===== config.mk =====
export PLATFORM = sky130hd
export DESIGN_NAME = lp_tree_serializer
export DESIGN_NICKNAME = d
export VERILOG_FILES = /design/src/rtl/lp_tree_serializer_pkg.sv /design/src/rtl/lp_tree_serializer_mux2.sv /design/src/rtl/lp_tree_serializer.sv
export SDC_FILE = /design/constraint.sdc
export NUM_CORES = 1
export LEC_CHECK = 0
export ABC_AREA = 1
export CORE_MARGIN = 5
export CORE_UTILIZATION = 40
export DETAILED_ROUTE_END_ITERATION = 6
export PLACE_DENSITY = 0.63
export SLEW_MARGIN = 20
export SYNTH_ARGS = -nofsm -noshare
export SYNTH_HDL_FRONTEND = slang
export SYNTH_HIERARCHICAL = 1
export SYNTH_SLANG_ARGS = --single-unit
export TNS_END_PERCENT = 1

===== constraint.sdc =====
create_clock -name CLK -period 1.69 [get_ports CLK]
set_input_delay 0.507 -clock CLK [delete_from_list [all_inputs] [get_ports CLK]]
set_output_delay 0.507 -clock CLK [all_outputs]
set_load 0.05 [all_outputs]

===== src/rtl/lp_tree_serializer_pkg.sv =====
// Shared constants for the 16-bit tree serializer: frame width, slot counter
// width and the slot-to-frame-bit ordering table.
package lp_tree_serializer_pkg;

  localparam int N     = 16;
  localparam int CNT_W = 4;

  typedef logic [CNT_W-1:0] slot_t;

  localparam slot_t LOAD_SLOT = 4'd15;

  // ORDER[slot] is the PAR_IN bit index transmitted in that slot.
  localparam slot_t ORDER [N] = '{
    4'd10, 4'd0,  4'd13, 4'd6,
    4'd8,  4'd3,  4'd14, 4'd4,
    4'd11, 4'd1,  4'd12, 4'd7,
    4'd9,  4'd2,  4'd15, 4'd5
  };

endpackage


===== src/rtl/lp_tree_serializer_mux2.sv =====
// Single 2:1 mux cell used at every node of the serializer tree.
module lp_tree_mux2
  import lp_tree_serializer_pkg::*;
(
  input  logic a,
  input  logic b,
  input  logic sel,
  output logic y
);

  assign y = sel ? b : a;

endmodule


===== src/rtl/lp_tree_serializer.sv =====
// Free-running 16-slot parallel-to-serial converter; frame bits reach SERIAL_OUT
// through a 4-level mux tree whose leaves are wired in ORDER sequence.
module lp_tree_serializer
  import lp_tree_serializer_pkg::*;
(
  input  logic         CLK,
  input  logic         RESET,
  input  logic [N-1:0] PAR_IN,
  output logic         SERIAL_OUT,
  inout  wire          VPWR,
  inout  wire          VGND
);

  logic [CNT_W-1:0] cnt;
  logic [N-1:0]     frame;
  logic [7:0]       leaf;
  logic [3:0]       lvl2;
  logic [1:0]       lvl3;
  logic             tree_out;

  // Supply pins carry no logic; folded here only so they are referenced.
  wire unused_supply = VPWR ^ VGND;

  // Leaves switch on the counter MSB, so they toggle only twice per frame.
  for (genvar k = 0; k < 8; k++) begin : g_leaf
    lp_tree_mux2 u_mux (
      .a   (frame[ORDER[k]]),
      .b   (frame[ORDER[k+8]]),
      .sel (cnt[3]),
      .y   (leaf[k])
    );
  end

  for (genvar m = 0; m < 4; m++) begin : g_lvl2
    lp_tree_mux2 u_mux (
      .a   (leaf[m]),
      .b   (leaf[m+4]),
      .sel (cnt[2]),
      .y   (lvl2[m])
    );
  end

  for (genvar p = 0; p < 2; p++) begin : g_lvl3
    lp_tree_mux2 u_mux (
      .a   (lvl2[p]),
      .b   (lvl2[p+2]),
      .sel (cnt[1]),
      .y   (lvl3[p])
    );
  end

  lp_tree_mux2 u_root (
    .a   (lvl3[0]),
    .b   (lvl3[1]),
    .sel (cnt[0]),
    .y   (tree_out)
  );

  // Slot counter, frame capture on the last slot, and the output flop.
  always_ff @(posedge CLK or posedge RESET) begin
    if (RESET) begin
      cnt        <= {CNT_W{1'b0}};
      frame      <= {N{1'b0}};
      SERIAL_OUT <= 1'b0;
    end else begin
      cnt        <= cnt + CNT_W'(1);
      SERIAL_OUT <= tree_out;
      if (cnt == LOAD_SLOT) begin
        frame <= PAR_IN;
      end
    end
  end

endmodule


Yosys cells after proc, flatten, opt, wreduce, memory -nomap -nowiden
Index checks and enable logic that the tools add are counted.
{"block": "totals", "output_inout_bits": 3, "reg_bits": 21, "word_cells": 20}
{"block": "classes", "muxes": 15, "n_eq_ne": 1, "n_addsub": 1}
{"cell": "1-bit 2-to-1 mux", "count": 15}
{"cell": "4-bit by 1-bit adder with 4-bit output, second input constant", "count": 1}
{"cell": "4-bit equality test, second input constant", "count": 1}

Depth between registers and ports, before layout
{"block": "logic_depth", "word_depth": 4, "ltp_mapped": 9, "depth_no_buf": 9}

Cells and area by module
The synthesis kept the hierarchy.
{"module": "lp_tree_serializer", "instances": 1, "area_per_inst_um2": 907.1, "seq_area_each_um2": 525.5, "cells_each": 86}
{"module": "lp_tree_mux2", "instances": 15, "area_per_inst_um2": 15.0, "seq_area_each_um2": 0.0, "cells_each": 4}

Worst setup path after synthesis
Ideal clock, no wire load.
{"block": "synth_path", "path_type": "reg-to-reg", "from": "register cnt[3]", "to": "register frame[1]", "path_buffers": 2, "stages_incl_launch_ff": 6, "period_less_slack_ps": 1197, "arrival_time_ps": 1079, "path_slack_ps": 493, "path_cell_list": "dfrtp_1 > buf_6 > nand3_4 > buf_6 > nand2_1 > nand2_1"}
{"block": "synth_via", "elab_chain_len": 1}
{"item": "start: declaration", "line": "lp_tree_serializer.sv:14", "text": "logic [CNT_W-1:0] cnt;"}
{"item": "start signal: assignment", "line": "lp_tree_serializer.sv:62", "text": "cnt <= {CNT_W{1'b0}};"}
{"item": "start signal: assignment", "line": "lp_tree_serializer.sv:66", "text": "cnt <= cnt + CNT_W'(1);"}
{"item": "4-bit equality test", "line": "lp_tree_serializer.sv:68", "text": "if (cnt == LOAD_SLOT) begin"}
{"item": "end signal: assignment", "line": "lp_tree_serializer.sv:63", "text": "frame <= {N{1'b0}};"}
{"item": "end: declaration", "line": "lp_tree_serializer.sv:15", "text": "logic [N-1:0] frame;"}
Every way passes these cells.
A chain may end at the register's enable or synchronous reset.

Final worst setup path
{"block": "layout_path", "from": "register SERIAL_OUT", "to": "output SERIAL_OUT"}
{"item": "start: declaration", "line": "lp_tree_serializer.sv:9", "text": "output logic SERIAL_OUT,"}
{"item": "start signal: assignment", "line": "lp_tree_serializer.sv:67", "text": "SERIAL_OUT <= tree_out;"}
No word-level cell between the ends.

==> results_dict.tcl <==
set metrics [dict create \
    drive_gt1_share_pct 7.738 \
    critical_path_start_end_classification "register to output pin" \
    ys_ff_latch 21 \
    max-cap-violations 0 \
    start_kind "register" \
    cp_top_family "flip-flops" \
    period_minus_slack_ps 1375 \
    finalWeightedCongestion 0.7303 \
    synthesis.yosys.warnings 6 \
    synth.yosys.seq_area_share_pct 46.41 \
    hold-path-cell-count 2 \
    vias_per_cell 4.598 \
    cts_tree "yes" \
    leakagePower_nw 0.6905 \
    hold-path-endpoint "frame[11]" \
    final_hold_viol_count 0 \
    area.growth.synth_to_final_pct 19.12 \
    worstSetupEndpointType "output pin" \
    rsz_0062_raised_after_global_routing "false" \
    cp.required_ps 1180 \
    syn-instance-count 146 \
    boundaryPins 21 \
    core.rowCount 19 \
    dp_hpwl_um 1510 \
    maxSlewViolCount 0 \
    critical_path.reg2reg.startpoint "cnt[2]" \
    dieArea_um2 3995 \
    placed_cells_incl_taps 195 \
    port_buffers 18 \
    cts_htree_levels 1 \
    path_clk_slew_ps 120 \
    grt_pass1_vias 932 \
    timing.final.setup_violations 0 \
    coreArea_um2 2734 \
    dr.first_iter.drc_count 71 \
    final_cells 199 \
    grt_first_pass_wirelength_um 4126 \
    final_nets 190 \
    critical-path-max-stage-delay_ps 410 \
    tritoncts_num_sinks 21 \
    layout_common_cells "nand2_1 (79), dfrtp_1 (21), inv_1 (18)" \
    fin_worst_skew_ps 2.191 \
    untimed_endpoints 2 \
    drt.antenna.violating_nets 0 \
    timing.rr.end "SERIAL_OUT" \
    fin_tns_setup_ps 0 \
    clock_latency_ps 300 \
    drcViolationCount 0 \
    ff2ff_setup_slack_ps 350 \
    seqCellArea_um2 525.5 \
    status "finished clean" \
    layout_commonest_cell "nand2_1" \
    critical_hold_path_startpoint "frame[11]" \
    fp.dieH_um 63.21 \
    number_of_optimization_iterations_in_the_first_detailed_route_pass 4 \
    power_density_nw_per_um2 647.1 \
    largest_net_degree_at_the_start_of_global_routing 23 \
    worst-r2r-cell-count 8 \
    critPathSlowestCell "dfrtp_1" \
    timing.critical_path.fanout_max 1 \
    min_period_over_period_pct 81.38 \
    postCtsHoldBufs 0 \
    initial_utilization_pct 41.42 \
    horizontal_extent_of_the_die_um 63.21 \
    crit_path_cell_trace "buf_12" \
    gr-usage-all-layers_pct 12.50 \
    clock_tree.root_cell "clkbuf_4" \
    layout.filler_cells 277 \
    power.ir.vdd_worst_uv 322.5 \
    vias 915 \
    number_of_cts_inserted_buffers 3 \
    worst-endpoint-arrival_ps 870 \
    achievable-frequency_ghz 0.7271 \
    synthesis.nets 167 \
    insertedDiodeCount 0 \
    postRouteWirelength_um 2208 \
    yosys.cell_types.count 11 \
    syn_area_per_cell_um2 7.756 \
    holdCritPathClass "register to register" \
    synthesis.area_um2 1132 \
    postCtsResizedCells 0 \
    post-cts-setup-buffer-count 0 \
    route.detailed.wl_per_inst_um 11.10 \
    initial_antenna_violation_count 0 \
    cp.buffers_inverters 1 \
    area_occupied_by_multi_input_gates_um2 446.7 \
    worst_margin_slew_ps 362.7 \
    slew-limit-headroom_pct 75.82 \
    globalRouteOverflowTotal 0 \
    clock_path_buffers 2 \
]
-- report_power, final --
group          internal, mW  switching (mW)  total, mW
clock network        0.0882           0.156      0.245
registers             0.523          0.0112      0.534
logic                0.0562          0.0379     0.0941
total                 0.667           0.205      0.873
-- logic make-up after synthesis --
kind of cell / share of synthesized area (%)
AND/OR/NAND/NOR: 37.57
buffers and inverters: 14.14
flip-flops: 46.41
XOR/XNOR: 0.7736
adder cells (fa/ha/maj): 1.105
-- worst reg2reg max path, cell delays in order, from the launching register on --
cell and delay, ps:
dfrtp_1 580, buf_4 260, inv_1 50, nand2_1 60, nand2_1 40, nand2_1 60
nand2_1 60, nand2_1 70, nand2_1 60
-- cells in the mapped netlist --
| cell | count | share of area (%) |
|---|---|---|
| nand2_1 | 79 | 26 |
| dfrtp_1 | 21 | 46 |
| inv_1 | 18 | 6.0 |
| nand4_1 | 17 | 9.4 |
| buf_6 | 4 | 4.0 |
| clkbuf_8 | 2 | 2.4 |
| buf_12 | 1 | 1.8 |
| ha_1 | 1 | 1.1 |
| nand3_1 | 1 | 0.44 |
| nand3_4 | 1 | 1.5 |
| xor2_1 | 1 | 0.77 |
-- layer usage --
| metal | wire length [µm] | track usage (%) | vias up |
|---|---|---|---|
| met2 | 1014 | 20.26 | 17 |
| met3 | 97 | 2.842 | 2 |
| li1 | - | - | 497 |
| met1 | 1079 | 16.17 | 399 |
| met5 | 0 | 0 | - |
| met4 | 17 | 4.675 | 0 |
-- registers in the layout, summed over array words and instances (netlist names) --
register	count
SERIAL_OUT	1
frame	16
cnt	4
-- worst max-delay path by stage --
| stage | startpoint | endpoint | slack (ps) | cells after the start |
|---|---|---|---|---|
| CTS | SERIAL_OUT | SERIAL_OUT | 300 | 1 |
| floorplan | cnt[3] | frame[1] | 490 | 5 |
| global placement | cnt[2] | SERIAL_OUT | 420 | 8 |
| global route | cnt[2] | SERIAL_OUT | 210 | 8 |
| finish | SERIAL_OUT | SERIAL_OUT | 310 | 1 |
| detailed placement | cnt[2] | SERIAL_OUT | 410 | 8 |
-- through the flow --
stage	util [%]	worst slack (ps)	cell area, µm²	total power [mW]	hold slack, ps
finish	49.34	314.7	1349	0.8728	491.2
global route	49.34	214.1	1349	0.9248	517.0
detailed placement	48.33	405.4	1321	0.6390	465.2
floorplan	-	493.3	1132	0.5821	449.3
global placement	48.33	420.6	1321	0.6365	463.1
CTS	49.34	295.5	1349	0.8895	498.4
-- layout make-up --
class / count / share of cell area [%]
Sequential cell: 21 / 38.96
Inverter: 18 / 5.009
Clock buffer: 3 / 1.670
Timing Repair Buffer: 25 / 18.00
Multi-Input combinational cell: 100 / 33.12
Clock inverter: 1 / 0.3711
Tap cell: 31 / 2.876
Power figures use the tool's default switching activity.
